**src/rtl/rsa_pkg.sv**
```systemverilog
// Shared definitions for the RSA prime-pair front end.
//   CAND_W     : width of candidates and of the LFSR
//   LFSR_TAPS  : feedback taps of the 8-bit Fibonacci LFSR (bits 7,5,4,3)
//   state_t    : prime_pair_gen FSM states
//   try_width  : width of a counter that must reach max_tries, capped at 8
package rsa_pkg;

    localparam int CAND_W = 8;

    localparam logic [CAND_W-1:0] LFSR_TAPS = 8'b1011_1000;

    typedef enum logic [2:0] {
        S_IDLE,
        S_DRAW,
        S_ISSUE,
        S_WAIT,
        S_NEXT,
        S_DONE,
        S_FAIL
    } state_t;

    function automatic int try_width(input int max_tries);
        int w;
        w = $clog2(max_tries + 1);
        if (w > 8) w = 8;
        if (w < 1) w = 1;
        return w;
    endfunction

endpackage

```
**src/rtl/prime_pair_gen_if.sv**
```systemverilog
// Start/finish handshake between the prime-pair generator and the
// primality checker.
//   chk_start    : one-cycle request pulse (generator -> checker)
//   chk_num      : candidate, stable while the check is outstanding
//   chk_finish   : completion pulse (checker -> generator)
//   chk_is_prime : verdict, meaningful only with chk_finish
interface prime_pair_gen_if;

    logic                        chk_start;
    logic [rsa_pkg::CAND_W-1:0]  chk_num;
    logic                        chk_finish;
    logic                        chk_is_prime;

    modport master (
        output chk_start,
        output chk_num,
        input  chk_finish,
        input  chk_is_prime
    );

    modport slave (
        input  chk_start,
        input  chk_num,
        output chk_finish,
        output chk_is_prime
    );

endinterface

```
**src/rtl/prime_lfsr8.sv**
```systemverilog
// 8-bit Fibonacci LFSR used as the candidate source.
//   clk, rst_n  : clock, asynchronous active-low reset (loads SEED)
//   load        : load load_val (caller guarantees it is nonzero)
//   step        : advance one step; load has priority
//   lfsr_state  : current register contents
module prime_lfsr8
    import rsa_pkg::*;
#(
    parameter logic [CAND_W-1:0] SEED = 8'hB5
) (
    input  logic              clk,
    input  logic              rst_n,
    input  logic              load,
    input  logic [CAND_W-1:0] load_val,
    input  logic              step,
    output logic [CAND_W-1:0] lfsr_state
);

    // An all-zero LFSR would lock up, so a zero SEED is replaced by 1.
    localparam logic [CAND_W-1:0] SEED_EFF = (SEED == '0) ? 8'h01 : SEED;

    always_ff @(posedge clk or negedge rst_n) begin
        if (!rst_n) begin
            lfsr_state <= SEED_EFF;
        end else if (load) begin
            lfsr_state <= load_val;
        end else if (step) begin
            lfsr_state <= {lfsr_state[CAND_W-2:0], ^(lfsr_state & LFSR_TAPS)};
        end
    end

endmodule

```
**src/rtl/prime_pair_gen.sv**
```systemverilog
// Finds two distinct 8-bit primes for RSA key generation by drawing odd
// candidates from an LFSR and stepping by +2 through an external checker.
//   clk, rst_n       : clock, asynchronous active-low reset
//   start, seed      : request pulse; nonzero seed reloads the LFSR
//   busy, done, fail : request status (done/fail are one-cycle pulses)
//   p, q, tries      : results, held until the next done (tries also on fail)
//   chk              : handshake to the primality checker
module prime_pair_gen
    import rsa_pkg::*;
#(
    parameter logic [CAND_W-1:0] SEED      = 8'hB5,
    parameter int                MAX_TRIES = 64
) (
    input  logic                 clk,
    input  logic                 rst_n,
    input  logic                 start,
    input  logic [CAND_W-1:0]    seed,
    output logic                 busy,
    output logic                 done,
    output logic                 fail,
    output logic [CAND_W-1:0]    p,
    output logic [CAND_W-1:0]    q,
    output logic [7:0]           tries,
    prime_pair_gen_if.master     chk
);

    localparam int               TRY_W     = try_width(MAX_TRIES);
    localparam logic [TRY_W-1:0] TRY_LIMIT = TRY_W'(MAX_TRIES);

    state_t              state, state_nxt;
    logic                sel;
    logic [CAND_W-1:0]   cand;
    logic [CAND_W-1:0]   p_found;
    logic [TRY_W-1:0]    try_cnt;
    logic [CAND_W-1:0]   lfsr;
    logic                lfsr_load, lfsr_step;
    logic                accept, collide, exhausted, issue;
    logic                unused_lfsr_bits;

    prime_lfsr8 #(.SEED(SEED)) u_lfsr (
        .clk        (clk),
        .rst_n      (rst_n),
        .load       (lfsr_load),
        .load_val   (seed),
        .step       (lfsr_step),
        .lfsr_state (lfsr)
    );

    // Candidate uses only lfsr[6:1]; the outer bits are forced to 1.
    assign unused_lfsr_bits = lfsr[7] ^ lfsr[0];

    // busy is already low in DONE/FAIL, so a start there is accepted too.
    assign accept    = start && (state == S_IDLE || state == S_DONE || state == S_FAIL);
    // Second prime must differ from the first: skip p_found without a check.
    assign collide   = sel && (cand == p_found);
    assign exhausted = (try_cnt == TRY_LIMIT);

    assign chk.chk_start = issue;
    assign chk.chk_num   = cand;

    always_comb begin
        state_nxt = state;
        lfsr_load = 1'b0;
        lfsr_step = 1'b0;
        issue     = 1'b0;
        case (state)
            S_IDLE, S_DONE, S_FAIL: begin
                state_nxt = S_IDLE;
                if (accept) begin
                    state_nxt = S_DRAW;
                    lfsr_load = (seed != '0);
                end
            end
            S_DRAW: begin
                lfsr_step = 1'b1;
                state_nxt = S_ISSUE;
            end
            S_ISSUE: begin
                if (collide) begin
                    state_nxt = S_NEXT;
                end else if (exhausted) begin
                    state_nxt = S_FAIL;
                end else begin
                    issue     = 1'b1;
                    state_nxt = S_WAIT;
                end
            end
            S_WAIT: begin
                if (chk.chk_finish) begin
                    if (!chk.chk_is_prime) state_nxt = S_NEXT;
                    else if (sel)          state_nxt = S_DONE;
                    else                   state_nxt = S_DRAW;
                end
            end
            // 255 + 2 would wrap; draw a fresh candidate instead.
            S_NEXT:  state_nxt = (cand == 8'hFF) ? S_DRAW : S_ISSUE;
            default: state_nxt = S_IDLE;
        endcase
    end

    always_ff @(posedge clk or negedge rst_n) begin
        if (!rst_n) begin
            state   <= S_IDLE;
            sel     <= 1'b0;
            cand    <= '0;
            p_found <= '0;
            try_cnt <= '0;
            busy    <= 1'b0;
            done    <= 1'b0;
            fail    <= 1'b0;
            p       <= '0;
            q       <= '0;
            tries   <= '0;
        end else begin
            state <= state_nxt;
            // Status registers follow the next state so done/fail line up
            // with the DONE/FAIL cycle and busy drops on the same edge.
            busy  <= !(state_nxt inside {S_IDLE, S_DONE, S_FAIL});
            done  <= (state_nxt == S_DONE);
            fail  <= (state_nxt == S_FAIL);

            case (state)
                S_IDLE, S_DONE, S_FAIL: begin
                    if (accept) begin
                        try_cnt <= '0;
                        sel     <= 1'b0;
                    end
                end
                S_DRAW:  cand <= {1'b1, lfsr[6:1], 1'b1};
                S_ISSUE: if (issue) try_cnt <= try_cnt + TRY_W'(1);
                S_WAIT: begin
                    if (chk.chk_finish && chk.chk_is_prime && !sel) begin
                        p_found <= cand;
                        sel     <= 1'b1;
                    end
                end
                S_NEXT:  if (cand != 8'hFF) cand <= cand + 8'd2;
                default: ;
            endcase

            if (state_nxt == S_DONE) begin
                p     <= p_found;
                q     <= cand;
                tries <= 8'(try_cnt);
            end else if (state_nxt == S_FAIL) begin
                tries <= 8'(try_cnt);
            end
        end
    end

endmodule

```
**src/flat_wrapper.sv**
```systemverilog
// flat-port wrapper written by rule: the top's interface ports become plain ports
module prime_pair_gen_flat import rsa_pkg::*;
#(
    parameter logic [CAND_W-1:0] SEED      = 8'hB5,
    parameter int                MAX_TRIES = 64
)
  (clk, rst_n, start, seed, busy, done, fail, p, q, tries, chk_chk_start, chk_chk_num, chk_chk_finish, chk_chk_is_prime);
  prime_pair_gen_if chk_i ();
  input  logic clk;
  input  logic rst_n;
  input  logic start;
  input  logic [CAND_W-1:0] seed;
  output logic busy;
  output logic done;
  output logic fail;
  output logic [CAND_W-1:0] p;
  output logic [CAND_W-1:0] q;
  output logic [7:0] tries;
  output wire logic [$bits(chk_i.chk_start)-1:0] chk_chk_start;
  output wire logic [$bits(chk_i.chk_num)-1:0] chk_chk_num;
  input wire logic [$bits(chk_i.chk_finish)-1:0] chk_chk_finish;
  input wire logic [$bits(chk_i.chk_is_prime)-1:0] chk_chk_is_prime;
  assign chk_chk_start = chk_i.chk_start;
  assign chk_chk_num = chk_i.chk_num;
  assign chk_i.chk_finish = chk_chk_finish;
  assign chk_i.chk_is_prime = chk_chk_is_prime;
  prime_pair_gen #(.SEED(SEED), .MAX_TRIES(MAX_TRIES)) u_core (.clk(clk), .rst_n(rst_n), .start(start), .seed(seed), .busy(busy), .done(done), .fail(fail), .p(p), .q(q), .tries(tries), .chk(chk_i));
endmodule
```
**config.mk**
```make
export PLATFORM = sky130hd
export DESIGN_NAME = prime_pair_gen_flat
export DESIGN_NICKNAME = d
export VERILOG_FILES = /design/src/rtl/rsa_pkg.sv /design/src/rtl/prime_pair_gen_if.sv /design/src/rtl/prime_lfsr8.sv /design/src/rtl/prime_pair_gen.sv /design/src/flat_wrapper.sv
export SDC_FILE = /design/constraint.sdc
export NUM_CORES = 1
export LEC_CHECK = 0
export ABC_CLOCK_PERIOD_IN_PS = 3900
export CAP_MARGIN = 10
export CORE_MARGIN = 1
export CORE_UTILIZATION = 53
export CTS_CLUSTER_SIZE = 12
export DETAILED_ROUTE_END_ITERATION = 10
export PLACE_DENSITY_LB_ADDON = 0.12
export SYNTH_ARGS = -nofsm -noshare
export SYNTH_HDL_FRONTEND = slang
export SYNTH_SLANG_ARGS = --single-unit
```
**constraint.sdc**
```tcl
create_clock -name clk -period 3.9 [get_ports clk]
set_input_delay 0.585 -clock clk [delete_from_list [all_inputs] [get_ports clk]]
set_output_delay 0.585 -clock clk [all_outputs]
set_load 0.02 [all_outputs]
```
======== Word-level counts from Yosys, hierarchy flattened ========
Cells that the tools add are included.
Widths: inputs -> output; s select.
operators by class
  reductions and logical operators ........ 23
  $lt $le $gt $ge ......................... 0
  bitwise gates (word level) .............. 0
  div/mod/pow operators ................... 0
  eq/ne operators ......................... 16
  shift-type cells ........................ 0
  muxes and demuxes ....................... 26
  multiply operators ...................... 0
  add/sub/neg operators ................... 2
operators with widths
  cell                 count
  $mux 8               5
  $pmux 8 s2           1
  $eq 3x3->1 const B   5
  $mux 3               5
  $pmux 3 s5           1
  $mux 7               2
  $pmux 7 s2           1
  $reduce_bool 2->1    5
  $mux 1               9
  $add 8x2->8 const B  1
  $eq 8x8->1           1
  $eq 8x8->1 const B   1
  $ne 8x8->1 const B   1
  $reduce_bool 8->1    1
  $reduce_xor 8->1     1
  $add 7x1->7 const B  1
  $eq 7x7->1 const B   1
  $eq 3x2->1 const B   2
  $logic_not 3->1      2
  $ne 2x1->1 const B   3
  $reduce_and 3->1     2
  $logic_and 1x1->1    4
  $reduce_and 2->1     2
  $eq 3x1->1 const B   1
  other kinds (7)      9
word-level totals
  RAM bits ................................ 0
  bits in latches ......................... 0
  bits in registers ....................... 62
  logic and storage cells ................. 79
  bits in read-only memories .............. 0
  memories ................................ 0
  bits of input ports ..................... 13
  output and inout port bits .............. 36

======== Logic depth before layout (Yosys ltp) ========
  depth in word-level cells ............... 9
  gate-level depth with buffers ........... 11
  depth with buffers taken out ............ 7

======== Hierarchy ========
From an unflattened synthesis, not the netlist that was laid out.
unflattened totals
  cells, all modules ...................... 262
  area total of the unflattened synthesis .. 2986.6 sq um
by module, submodules not included
  module          instances  seq. area each (sq um)  area an instance (sq um)  cells each
  prime_pair_gen  1          1326.3                  2580.0                    224
  prime_lfsr8     1          206.4                   406.6                     38

======== Worst setup path before layout ========
OpenSTA, ideal clock, no wires.
  path kind ............................... reg-to-reg
  start ................................... reg u_core.cand[3], in the netlist u_core.chk.chk_num[3]
  end ..................................... reg u_core.tries[0]
  path slack .............................. 1.295 ns
  stages on the path, launching flop included .. 10
  library setup time ...................... 0.125 ns
  period minus slack after synthesis ...... 2.605 ns
  data required time ...................... 3.775 ns
  buffers on the path ..................... 2
  arrival ................................. 2.480 ns
  cells stage by stage .................... dfrtp_1 buf_6 xnor2_1 nand4_1 or3_1 and3_1 buf_6 or3b_4 a21oi_4 mux2_2
on the way
  longest elaborated chain between the ends .. 6
  elaborated cells on any way between the ends .. 10
  classes of those cells .................. eq/ne: 4; mux: 4; reduce/logical: 2
RTL lines
  element                                      line                                          source
  from (decl)                                  prime_pair_gen.sv:32                          logic [CAND_W-1:0] cand;
  from (signal assigned)                       prime_pair_gen.sv:129                         S_DRAW: cand <= {1'b1, lfsr[6:1], 1'b1};
  from (signal assigned)                       prime_pair_gen.sv:137                         S_NEXT: if (cand != 8'hFF) cand <= cand + 8'd2;
  $eq 8x8->1                                   prime_pair_gen.sv:55                          assign collide = sel && (cand == p_found);
  $logic_and 1x1->1                            prime_pair_gen.sv:55
  $mux 3                                       prime_pair_gen.sv:79                          if (collide) begin
  $pmux 3 s5 *                                 prime_pair_gen.sv:66                          case (state)
  $eq 3x3->1, on equally long branches         prime_pair_gen.sv:141, prime_pair_gen.sv:145
  $mux 8 or $reduce_bool 2->1 (tied branches)  --
  to (signal assigned)                         prime_pair_gen.sv:144                         tries <= 8'(try_cnt);
  to (signal assigned)                         prime_pair_gen.sv:146                         tries <= 8'(try_cnt);
  to (decl)                                    prime_pair_gen.sv:23                          output logic [7:0] tries,
Every way passes the cells marked *; elsewhere a longest branch is shown, timed or not.
A chain may end at the register's enable or synchronous reset.

======== Worst setup path in the final report ========
  start ................................... reg u_core.cand[5], in the netlist u_core.chk.chk_num[5]
  end ..................................... out chk_chk_start
on the way
  longest elaborated chain between the ends .. 4
RTL lines
  element            line                  source
  $eq 8x8->1         prime_pair_gen.sv:55
  $logic_and 1x1->1  prime_pair_gen.sv:55
  $mux 1             prime_pair_gen.sv:79
  $mux 1             prime_pair_gen.sv:66
  to (decl)          flat_wrapper.sv:19    output wire logic [$bits(chk_i.chk_start)-1:0] chk_chk_start;
Every way passes these cells.

==> impl_metrics.yaml <==
outcome:
  status: "finished clean"
die:
  dieWidth_um: 76.5
  core-area_um2: 5240
  dieArea_um2: 5850
  rows: 26
  start_util_pct: 56.1
  pin_count: 49
  die_height_um: 76.5
cells_and_area:
  mostFrequentLayoutCell: "dfrtp_1"
  fin_nets: 327
  diodes: 0
  stdcell_count: 386
  final_cell_mix: "dfrtp_1 (56), clkdlybuf4s50_1 (46), nand2_1 (28)"
  syn2layout_area_growth_pct: 24.5
  post-route-util_pct: 69.9
  drive_gt1_share_pct: 19.3
clock_tree:
  hold_buffers: 0
  cts.reportedPaths.clkPinSlew_ns: 0.07
  numCtsBuffers: 9
  cts_buffer_depth: 2
  cts-resized-gates: 0
  htreeDepth: 3
  postCtsSetupRepairBufs: 0
  cts_tree: "yes"
  clock_latency_ns: 0.34
  cts.sinks: 61
  cts_root_buf: "clkbuf_8"
global_routing:
  grt_usage_pct: 22.6
  grt_pass1_wl_mm: 10.1
  grt_pass1_vias: 2096
  gr-total-overflow: 0
  grt_max_degree: 40
  antenna_found_initial: 0
critical_path:
  crit_fanout: 10
  cp-start-kind: "register"
  r2r_start: "u_core.chk.chk_num[5]"
  arrival_ns: 2.50
  crit_required_ns: 3.31
  crit_type: "reg2out"
  worstRegToRegCells: 7
  r2r_end: "u_core.q[2]"
  r2r_slack_ns: 1.05
  end_kind: "output port"
placed_design:
  place_inst: 370
  dp_hpwl_mm: 4.01
  gp_congestion: 0.821
  portBuffers: 47
power_and_ir_drop:
  p_leak_uw: 0.00153
  power_density_nw_per_um2: 887
  peakVddDrop_v: 0.000419
timing:
  setup_viol: 0
  period_share_pct: 79.1
  drv_slew: 0
  finalHoldViolCount: 0
  rsz0062_at_grt: "false"
  tightestPinTransition_ns: 0.861
  finalSetupTns_ns: 0
  skew_ns: 0.00856
  fmaxAchievable_mhz: 324
  slew_headroom_pct: 42.5
  min_period_ns: 3.08
synthesis:
  synth_edf_count: 0
  synth_warnings: 0
  synthArstFlopShare_pct: 100
  postSynthAreaPerCell_um2: 11.2
  synthCells: 263
  syn_nets: 279
  synth_seq_cells: 61
  synth_seq_area_share_pct: 52.1
  ys.flop_type: "dfrtp_1"
  syn_area_um2: 2940
  ys_types: 42
route:
  highest-signal-layer: "met4"
  viasPerCell: 5.44
  wl_met3_um: 246
  dr.first_iter.drc_count: 114
  wire_per_inst_um: 15.0
  drc: 0
  met1Wirelength_mm: 2.75
  ant_nets: 0
  finalWirelength_mm: 5.79
  vias: 2101
  dr_wl_met2_mm: 2.73
  firstDrtPassIters: 4
job:
  maxCapViolCount: 0
worst_hold_path:
  hold_path_class: "in2async"
-- worst max-delay path, cell delays in order, from the launching register on --
cell and delay (ns):
dfrtp_1 0.58, xnor2_1 0.18, nand4_1 0.14, or3_1 0.38, and3_1 0.31, clkdlybuf4s50_1 0.59
-- sequential cells by signal, summed over array words and instances, names as in the netlist --
signal	cells
u_core.try_cnt	7
u_core.fail	1
u_core.sel	1
u_core.q	8
u_core.p	8
u_core.busy	1
u_core.done	1
u_core.tries	7
u_core.chk.chk_num	8
u_core.u_lfsr.lfsr_state	8
u_core.state	3
u_core.p_found	8
-- power breakdown --
| part | switching [µW] | total (µW) | internal (µW) | leakage [µW] |
|---|---|---|---|---|
| Combinational | 664 | 1380 | 715 | 0.000671 |
| Clock | 240 | 668 | 429 | 0.000126 |
| Sequential | 279 | 1200 | 919 | 0.000731 |
-- final cells by class --
class                           instances  area [µm²]
Fill cell                             405        1580
Clock buffer                           13         179
Multi-Input combinational cell        185        1290
Inverter                                4        15.0
Timing Repair Buffer                   50         488
Sequential cell                        61        1530
Clock inverter                          3        65.1
Tap cell                               70        87.6
-- per-layer routing --
metal  GRT usage, %  up-vias
met5              0        -
met4           8.65        0
met3           5.87        7
met2           35.3       52
met1           30.2     1019
li1               -     1023
-- cell families after synthesis --
family / synth area share (%)
multiplexers: 14.4
flip-flops: 52.1
XOR/XNOR: 4.17
adder cells (fa/ha/maj): 1.28
buffers and inverters: 3.87
AO/OA/AOI/OAI: 10.1
AND/OR/NAND/NOR: 13.9
other: 0.128
-- through the flow --
step           area, µm²  setup slack, ns  total power, µW  hold WS, ns
2_1_floorplan       2940             1.30             2120        0.289
3_3_place_gp        3420             1.02             2550        0.479
3_5_place_dp        3420            0.959             2590        0.495
4_1_cts             3660            0.812             3270        0.383
5_1_grt             3660            0.719             3460        0.433
6_report            3660            0.815             3250        0.348
-- worst max path at each step --
stage	from	to	slack, ns	cells after the start
6_report	u_core.chk.chk_num[5]	chk_chk_start	0.82	5
5_1_grt	u_core.chk.chk_num[5]	chk_chk_start	0.72	5
4_1_cts	u_core.chk.chk_num[5]	chk_chk_start	0.81	5
3_5_place_dp	chk_chk_is_prime	u_core.p[0]	0.96	8
3_3_place_gp	chk_chk_is_prime	u_core.p[7]	1.02	8
2_1_floorplan	u_core.chk.chk_num[3]	u_core.tries[0]	1.30	9
-- synth_stat cells, types with 2 or more instances --
master    number  share of area [%]
nor2_1        15                1.9
a21oi_1       18                3.1
mux2i_1        3                1.0
a22oi_1        5                1.3
ha_1           3                1.3
nor4_1         4               0.85
clkbuf_1       7               0.89
o21bai_1       2               0.51
mux2_2        23                8.8
nand2_1       28                3.6
mux2_4         9                4.6
nand3_1        8                1.4
dfstp_2        5                4.5
nand4_1        5                1.1
nor3_1         2               0.34
nor2b_1        2               0.43
xnor2_1       11                3.3
or3_1          6                1.3
inv_1          4               0.51
a31oi_1        2               0.43
xor2_1         3               0.89
o21ai_0       14                2.4
and3_1         2               0.43
dfrtp_1       56                 48
buf_6          4                1.5
nand2b_1       5                1.1
and2_1         2               0.43
Note: power is estimated with default switching activity, not from simulation.
